===== config.mk =====
export PLATFORM = sky130hd
export DESIGN_NAME = brg_csr
export DESIGN_NICKNAME = d
export VERILOG_FILES = /design/src/rtl/brg_pkg.sv /design/src/rtl/brg_div.sv /design/src/rtl/brg_csr.sv
export SDC_FILE = /design/constraint.sdc
export NUM_CORES = 1
export LEC_CHECK = 0
export BUFFER_PORTS_ARGS = -buffer_cell sky130_fd_sc_hd__clkbuf_2
export CELL_PAD_IN_SITES_DETAIL_PLACEMENT = 1
export CELL_PAD_IN_SITES_GLOBAL_PLACEMENT = 2
export CORE_MARGIN = 2
export CORE_UTILIZATION = 39
export DETAILED_ROUTE_END_ITERATION = 10
export PLACE_DENSITY = 0.89
export SLEW_MARGIN = 20
export SYNTH_ARGS = -nofsm -noshare
export SYNTH_HDL_FRONTEND = slang
export SYNTH_SLANG_ARGS = --single-unit

===== constraint.sdc =====
create_clock -name clk -period 4.4 [get_ports clk]
set_clock_uncertainty 0.1 [all_clocks]
set_input_delay 0.88 -clock clk [delete_from_list [all_inputs] [get_ports clk]]
set_output_delay 0.88 -clock clk [all_outputs]
set_load 0.02 [all_outputs]

===== src/rtl/brg_pkg.sv =====
// Shared constants, CSR layout and divisor lookup for the MC68681 channel baud-rate generator.
package brg_pkg;

    localparam int unsigned BRG_DIV_W  = 16;
    localparam int unsigned BRG_CLK_HZ = 3_686_400;

    localparam logic [3:0] BRG_EXT16   = 4'hE;
    localparam logic [3:0] BRG_OFF     = 4'hD;
    localparam logic [3:0] BRG_OFF_F   = 4'hF;
    localparam logic [7:0] BRG_CSR_RST = 8'hBB;

    typedef struct packed {
        logic [3:0] rx;
        logic [3:0] tx;
    } brg_csr_t;

    // Baud rate times ten so 134.5 baud stays integral; 0 marks off/ext codes.
    function automatic int unsigned brg_baud_x10(input logic [3:0] code, input logic set);
        int unsigned b;
        case (code)
            4'h0:    b = set ? 32'd750    : 32'd500;
            4'h1:    b = 32'd1100;
            4'h2:    b = 32'd1345;
            4'h3:    b = set ? 32'd1500   : 32'd2000;
            4'h4:    b = 32'd3000;
            4'h5:    b = 32'd6000;
            4'h6:    b = 32'd12000;
            4'h7:    b = set ? 32'd20000  : 32'd10500;
            4'h8:    b = 32'd24000;
            4'h9:    b = 32'd48000;
            4'hA:    b = set ? 32'd18000  : 32'd72000;
            4'hB:    b = 32'd96000;
            4'hC:    b = set ? 32'd192000 : 32'd384000;
            default: b = 32'd0;
        endcase
        return b;
    endfunction

    // round(clk_hz / (16 * baud)); 0 means no internal divider for this code.
    function automatic logic [BRG_DIV_W-1:0] brg_divisor(input logic [3:0] code, input logic set,
                                                         input int unsigned clk_hz);
        longint unsigned b10;
        longint unsigned num;
        longint unsigned den;
        b10 = 64'(brg_baud_x10(code, set));
        if (b10 == 64'd0) begin
            return '0;
        end
        num = 64'(clk_hz) * 64'd10 + 64'd8 * b10;
        den = 64'd16 * b10;
        return BRG_DIV_W'(num / den);
    endfunction

endpackage


===== src/rtl/brg_div.sv =====
// One 16x enable generator: reloadable down-counter with change detect, or ext pulse pass-through.
module brg_div
    import brg_pkg::*;
#(
    parameter int unsigned       DIV_W   = BRG_DIV_W,
    parameter logic [DIV_W-1:0]  RST_DIV = DIV_W'(24)
) (
    input  logic             clk,
    input  logic             rst,
    input  logic [DIV_W-1:0] div,
    input  logic             sel_ext,
    input  logic             ext_pulse,
    output logic             tick
);

    localparam logic [DIV_W-1:0] RST_CNT = RST_DIV - DIV_W'(1);

    logic [DIV_W-1:0] cnt_q;
    logic [DIV_W-1:0] cnt_d;
    logic [DIV_W-1:0] div_q;
    logic [DIV_W-1:0] div_d;
    logic             tick_q;
    logic             tick_d;

    // A divisor change swallows the cycle's pulse and restarts the full period.
    always_comb begin
        cnt_d  = cnt_q;
        div_d  = div;
        tick_d = 1'b0;
        if (sel_ext) begin
            tick_d = ext_pulse;
            cnt_d  = RST_CNT;
        end else if (div != div_q) begin
            cnt_d = (div == '0) ? RST_CNT : div - DIV_W'(1);
        end else if (div == '0) begin
            cnt_d = RST_CNT;
        end else if (cnt_q == '0) begin
            cnt_d  = div - DIV_W'(1);
            tick_d = 1'b1;
        end else begin
            cnt_d = cnt_q - DIV_W'(1);
        end
    end

    always_ff @(posedge clk or posedge rst) begin
        if (rst) begin
            cnt_q  <= RST_CNT;
            div_q  <= RST_DIV;
            tick_q <= 1'b0;
        end else begin
            cnt_q  <= cnt_d;
            div_q  <= div_d;
            tick_q <= tick_d;
        end
    end

    assign tick = tick_q;

endmodule


===== src/rtl/brg_csr.sv =====
// MC68681 per-channel Clock Select Register and baud-rate generator feeding the UART 16x enables.
module brg_csr
    import brg_pkg::*;
#(
    parameter int unsigned CLK_HZ = BRG_CLK_HZ,
    parameter int unsigned DIV_W  = BRG_DIV_W
) (
    input  logic       clk,
    input  logic       rst,
    input  logic       cs,
    input  logic       rw,
    input  logic [7:0] data,
    input  logic       acr7,
    input  logic       ext_clk,
    output logic       rx_tick16,
    output logic       tx_tick16,
    output logic [7:0] csr_q
);

    localparam logic [DIV_W-1:0] RX_RST_DIV = DIV_W'(brg_divisor(BRG_CSR_RST[7:4], 1'b0, CLK_HZ));
    localparam logic [DIV_W-1:0] TX_RST_DIV = DIV_W'(brg_divisor(BRG_CSR_RST[3:0], 1'b0, CLK_HZ));

    logic [7:0]       csr_d;
    brg_csr_t         csr_s;
    logic [DIV_W-1:0] div_tbl [32];
    logic [DIV_W-1:0] rx_div;
    logic [DIV_W-1:0] tx_div;
    logic             ext_meta_q;
    logic             ext_sync_q;
    logic             ext_prev_q;
    logic             ext_pulse;

    // Divisors are elaboration-time constants indexed by {set, code}.
    for (genvar g = 0; g < 32; g++) begin : g_div_tbl
        localparam logic [DIV_W-1:0] DIV = DIV_W'(brg_divisor(4'(g % 16), 1'(g / 16), CLK_HZ));
        assign div_tbl[g] = DIV;
    end

    always_comb begin
        csr_d = csr_q;
        if (cs && !rw) begin
            csr_d = data;
        end
    end

    always_ff @(posedge clk or posedge rst) begin
        if (rst) begin
            csr_q <= BRG_CSR_RST;
        end else begin
            csr_q <= csr_d;
        end
    end

    // Two-flop synchroniser plus previous-value flop for rising-edge detect.
    always_ff @(posedge clk or posedge rst) begin
        if (rst) begin
            ext_meta_q <= 1'b0;
            ext_sync_q <= 1'b0;
            ext_prev_q <= 1'b0;
        end else begin
            ext_meta_q <= ext_clk;
            ext_sync_q <= ext_meta_q;
            ext_prev_q <= ext_sync_q;
        end
    end

    assign ext_pulse = ext_sync_q & ~ext_prev_q;
    assign csr_s     = brg_csr_t'(csr_q);
    assign rx_div    = div_tbl[{acr7, csr_s.rx}];
    assign tx_div    = div_tbl[{acr7, csr_s.tx}];

    brg_div #(
        .DIV_W   (DIV_W),
        .RST_DIV (RX_RST_DIV)
    ) u_rx_div (
        .clk       (clk),
        .rst       (rst),
        .div       (rx_div),
        .sel_ext   (csr_s.rx == BRG_EXT16),
        .ext_pulse (ext_pulse),
        .tick      (rx_tick16)
    );

    brg_div #(
        .DIV_W   (DIV_W),
        .RST_DIV (TX_RST_DIV)
    ) u_tx_div (
        .clk       (clk),
        .rst       (rst),
        .div       (tx_div),
        .sel_ext   (csr_s.tx == BRG_EXT16),
        .ext_pulse (ext_pulse),
        .tick      (tx_tick16)
    );

endmodule


-- Yosys cells after proc, flatten, opt, wreduce, memory -nomap -nowiden
Memory sizes are Yosys's and may differ from the RTL's.
Index checks and enable logic that the tools add are counted.
- output and inout bits: 10
- bits of input ports: 14
- register bits after elaboration: 77
- logic and storage cells: 54
- memories: 2
- ROM bits: 1024
- bitwise gates (word level): 4
- order comparisons: 2
- equality and inequality tests: 4
- add/sub/neg operators: 4
- muxes and demuxes: 22
- reduce and logical (&&, ||, !) cells: 6
- memory list (name ; words ; bits a word ; read ports ; clocked after memory_dff ; wr ports ; RTL line ; text):
    (no name shown) ; 32 ; 16 ; 1 ; 0 ; 0 ; brg_csr.sv:70 ; assign tx_div = div_tbl[{acr7, csr_s.tx}];
    (no name shown) ; 32 ; 16 ; 1 ; 0 ; 0 ; brg_csr.sv:69 ; assign rx_div = div_tbl[{acr7, csr_s.rx}];
- operators by type and width (kind ; number):
    16-bit 2-to-1 mux ; 14
    16-bit zero test ; 4
    16-bit by 1-bit subtractor with 16-bit output, second input constant ; 4
    16-bit != test ; 2
    6-bit >= comparator, second input constant ; 2
    5-bit NOT with 6-bit output ; 2
    4-bit equality test, second input constant ; 2
    1-bit 2-to-1 mux ; 8
    1-bit AND ; 1
    1-bit logical AND ; 1
    1-bit zero test ; 1
    1-bit NOT ; 1

-- Logic depth before layout (Yosys ltp)
- depth after elaboration: 9
- mapped depth: 14
- depth with buffers taken out: 13

-- Cells and area by module
From an unflattened synthesis, not the netlist that was laid out.
- cells, all modules: 506
- area, all modules: 4944.7 µm²
- modules (own cells, without submodules) (module ; area each (µm²) ; instances ; seq. area each (µm²) ; cells each):
    brg_div ; 1855.5 ; 2 ; 833.3 ; 182
    brg_csr ; 1233.7 ; 1 ; 282.8 ; 142

-- Worst setup path before layout
OpenSTA, ideal clock, no wires.
- path kind: flip-flop to flip-flop
- start point: reg csr_q[1]
- end point: reg u_tx_div.cnt_q[10]
- path buffers: 2
- data required time: 4172 ps
- data arrival time: 3049 ps
- stages on the path, launching flop included: 12
- path slack: 1123 ps
- clock period less this slack: 3277 ps
- library setup time: 128 ps
- cells stage by stage: dfstp_2 -> buf_2 -> inv_1 -> ha_1 -> mux2_4 -> a32o_1 -> or3_4 -> a2111oi_4 -> nand4_1 -> buf_2 -> o31ai_1 -> a21oi_1
- longest elaborated chain between the ends: 9
- elaborated cells between the ends (all ways): 13
- classes of those cells: 1 x add/sub; 2 x eq/ne; 7 x mux; 1 x bitwise; 1 x reduce/logical; 1 x memory
- ends and longest elaborated chain (what ; RTL line ; text):
    from (decl) ; brg_csr.sv:17 ; output logic [7:0] csr_q
    from (signal assigned) ; brg_csr.sv:50 ; csr_q <= csr_d;
    5-bit NOT with 6-bit output (not written as such) ; brg_csr.sv:70 ;
    memory 32 x 16 bit ; -- ;
    16-bit 2-to-1 mux (not written as such) (2 in a row) ; brg_csr.sv:70 ;
    16-bit by 1-bit subtractor with 16-bit output ; brg_div.sv:34, brg_div.sv:38 ;
    16-bit 2-to-1 mux ; brg_div.sv:37 ; end else if (cnt_q == '0) begin
    16-bit 2-to-1 mux ; brg_div.sv:35 ; end else if (div == '0) begin
    16-bit 2-to-1 mux ; brg_div.sv:33 ; end else if (div != div_q) begin
    16-bit 2-to-1 mux (*) ; brg_div.sv:30 ; if (sel_ext) begin
    net u_tx_div.cnt_d[10] ; brg_div.sv:19 ; logic [DIV_W-1:0] cnt_d;
    to (signal assigned) ; brg_div.sv:51 ; cnt_q <= cnt_d;
    to (decl) ; brg_div.sv:18 ; logic [DIV_W-1:0] cnt_q;
Mark *: on every way through the listed nets, which the timed path passes. The rest lies on a longest branch. The select of a mux whose other input is x is not followed.
A chain may end at the register's enable or synchronous reset.

-- Worst setup path after layout
- start point: reg csr_q[1]
- end point: reg u_tx_div.cnt_q[7]
The elaborated chain is that of the path after synthesis.

==> results.md <==
- Die X: 118 um
- Die span in y: 118 um
- Synth unique cells: 76
- Clk slew on worst S/H paths: 0.06 ns
- WL/cell: approximately 18 um
- Total power: 2.73 mW
- Yosys reg bits: a little over 70
- Critical Path Source Type: flop
- H-tree Lvls: 3
- Pins Over Slew Limit: 0
- Global-route wire length before repair: roughly 23 mm
- Status: completed
- Post-Syn Area: 5080 sq um
- Slew margin rel.: roughly 41%
- HP Class: reg -> reg
- Measured slew at the worst slew-check pin: 0.881 ns
- Max-cap violation count: 0
- Vias per cell: 5.71
- WS Path Type: reg -> reg
- Ant diodes: 0
- Synth warn: 0
- CP endpoint kind: flop
- Post-synthesis sequential area ratio: about 35%
- GP Congestion: 0.848
- Crit-path max cell delay: 0.72 ns
- Peak supply drop: 0.304 mV
- Period Utilization, post-route: 86.7%
- CTS sink count: between 70 and 80
- Synth top area share: 26.1%
- Critical path's slowest cell: dfstp_2
- # IOs: 24
- Number of flops mapped to enable cells by yosys: 0
- CTS Buffer Depth: 2
- Clock period minus worst slack: 3.81 ns
- Leakage power: 2.47 nW
- Max Fanout on Critical Path: 16
- Cell Area, Placed: 5290 sq um
- Nets@finish: 608
- Max Fclk: 262 MHz
- Share of layout cells above drive strength 1: 15.0%
- Crit path arrival time: 3.92 ns
- Filler cells: 1495
- Delay-heaviest family, CP: simple AND/OR/NAND/NOR gates
- Total number of vias: ~4300
- CTS tree: yes
- Final HPWL DP: around 10 mm
- Crit path required time: ~4.5 ns
- Quantity of gates resized following cts: 0
- Final Routed Wirelength: 13.8 mm
- Leading area contributor after synthesis: dfrtp_1
- Worst-skew pair later-pin latency: 0.35 ns
- Vias in the first global route: 4562
- Setup bufs post-CTS: 0
- Area taken by multi-input logic gates: 3040 sq um
- Post-route cell area: around 5600 sq um
- Buf+Inv Stages, Crit Path: 1
- Worst hold margin: between 0.2 and 0.25 ns
- Worst-path cell chain: inv_1 -> ha_1 -> mux2_4 -> a32o_1 -> or3_4 -> a2111oi_4 -> nand4_1 -> nor3_1 -> a211oi_2
- Setup tns final: 0 ns
- DRT iter0 DRCs: 198
- Initial antenna violation count: 0
- Initial Util: between 40% and 50%
- Area grow syn2layout: 9.99%
- Ys flop type: dfrtp_1
- RSZ-0062 raised after global routing: no
- Largest net degree at the start of global routing: 53
- Inserted Clock Buffers: 9
- Sequential Area: 1800 sq um
- Post-synthesis cell count: 561
- Mapped Nets: 599
- Remaining antenna violation count: 0
- Async S/R FF share, synth: 100%
- # port buffers: 23
- CTS Hold Bufs: 0
- All-Layer GR Usage: 20.9%
- Pwr dens: 487 nW/um^2
- First drt pass iteration count: 4
- Site Rows: 41
- Core area: 12700 sq um
- Final Hold Violating Endpoints: 0
- Mean post-synth cell area: 9.06 sq um
- Root buffer cell: clkbuf_16
- Area contributors post-synth: dfrtp_1 26%, dfstp_2 9.3%, ha_1 5.9%
- Global route overflow: 0
- DRC: 0
- Final Setup Violations: 0
- Total die area: roughly 14000 sq um
-- flip-flops by register name (all words and copies together), names as in the netlist, 8 cells and up --
| register | flops |
|---|---|
| u_tx_div.cnt_q | 16 |
| csr_q | 8 |
| u_tx_div.div_q | 13 |
| u_rx_div.cnt_q | 16 |
| u_rx_div.div_q | 13 |
-- cell usage in the layout, fill, tap and decap left out, types with 6 or more instances in the layout --
master	count
a21oi_1	19
a211oi_1	7
nor2b_1	13
dfstp_2	18
or2_2	8
inv_1	25
o21ai_0	25
dfrtp_1	53
and3_1	9
clkbuf_2	23
nand3b_1	7
ha_1	24
nand2_1	37
mux2i_1	10
xor2_1	22
xnor2_1	27
o31ai_1	8
nand4_1	13
nor4_1	11
and2_1	6
nor2_1	28
o21ai_1	10
nor3b_1	7
nor3_1	14
nand3_1	23
clkbuf_16	9
nand2b_1	12
o211ai_1	7
-- synth_stat cells (4+ instances only) --
| cell type | count |
|---|---|
| a21oi_1 | 19 |
| mux2i_1 | 10 |
| nand3b_1 | 7 |
| and4_1 | 5 |
| o21ai_1 | 10 |
| clkbuf_1 | 11 |
| or4_1 | 5 |
| nand3_1 | 23 |
| nand2_1 | 37 |
| o211ai_1 | 7 |
| nor3b_1 | 7 |
| a21o_1 | 5 |
| buf_2 | 11 |
| and3_1 | 9 |
| xnor2_1 | 27 |
| nor3_1 | 14 |
| or3_1 | 5 |
| dfrtp_1 | 53 |
| o21ai_0 | 25 |
| nor4_1 | 11 |
| nor2_1 | 28 |
| buf_4 | 4 |
| and3b_1 | 5 |
| o31a_1 | 5 |
| nand2b_1 | 12 |
| and2_1 | 6 |
| nand4_1 | 13 |
| xor2_1 | 22 |
| ha_1 | 24 |
| or2_2 | 8 |
| inv_1 | 26 |
| nor2b_1 | 13 |
| a211oi_1 | 7 |
| o31ai_1 | 8 |
| o22ai_1 | 5 |
| a31oi_1 | 4 |
| mux2_2 | 4 |
| dfstp_2 | 18 |
-- area by class of cell --
cell class | instances | share of cell area [%]
Sequential cell | 71 | 32.2
Tap cell | 172 | 3.85
Clock inverter | 5 | 1.03
Inverter | 26 | 1.74
Multi-Input combinational cell | 435 | 54.3
Clock buffer | 11 | 4.34
Timing Repair Buffer | 27 | 2.60
-- metrics by stage --
stage	worst slack [ns]	cells	utilization (%)
2_1_floorplan	1.12	561	-
3_3_place_gp	0.565	731	41.8
3_5_place_dp	0.454	731	41.8
4_1_cts	0.601	747	44.1
5_1_grt	0.341	747	44.1
6_report	0.587	747	44.1
-- path summary, 6_finish.rpt --
kind | start | end | slack (ns) | cells past startpoint
setup / recovery | csr_q[1] | u_tx_div.cnt_q[7] | 0.59 | 9
hold / removal | ext_meta_q | ext_sync_q | 0.25 | 0
setup reg to reg | csr_q[1] | u_tx_div.cnt_q[7] | 0.59 | 9
hold reg to reg | ext_meta_q | ext_sync_q | 0.25 | 0
max in group asynchronous | rst | u_tx_div.div_q[8] | 2.77 | 3
min in group asynchronous | rst | u_rx_div.cnt_q[15] | 0.41 | 2
-- power breakdown --
| part | internal [mW] | leakage [nW] | switching (mW) |
|---|---|---|---|
| combinational | 0.405 | 1.45 | 0.544 |
| sequential | 0.841 | 0.874 | 0.191 |
| clock | 0.454 | 0.149 | 0.292 |
| total | 1.70 | 2.47 | 1.03 |
-- kinds of logic (layout without fill, tap and decap cells) --
group	Yosys count	after routing	synth area share, %
buf+inv	55	69	4.92
fa+ha+maj	24	24	5.91
mux	15	15	3.15
compound gates	123	123	16.8
flops	71	71	35.4
xor+xnor	49	49	8.44
simple gates	224	224	25.4
-- routing by layer --
metal / vias up / track usage [%] / share of wire (%)
met4: 0 / 6.63 / 2.2
met3: 23 / 5.50 / 3.0
met1: 2136 / 25.4 / 44
li1: 2050 / - / -
met2: 53 / 36.1 / 51
met5: - / 0 / 0
-- worst reg2reg max path, cell delays in order, from the launching register on --
cell	delay [ns]
dfstp_2	0.72
inv_1	0.21
ha_1	0.36
mux2_4	0.27
a32o_1	0.25
or3_4	0.35
a2111oi_4	0.36
nand4_1	0.53
nor3_1	0.44
a211oi_2	0.08
Power figures use the tool's default switching activity.
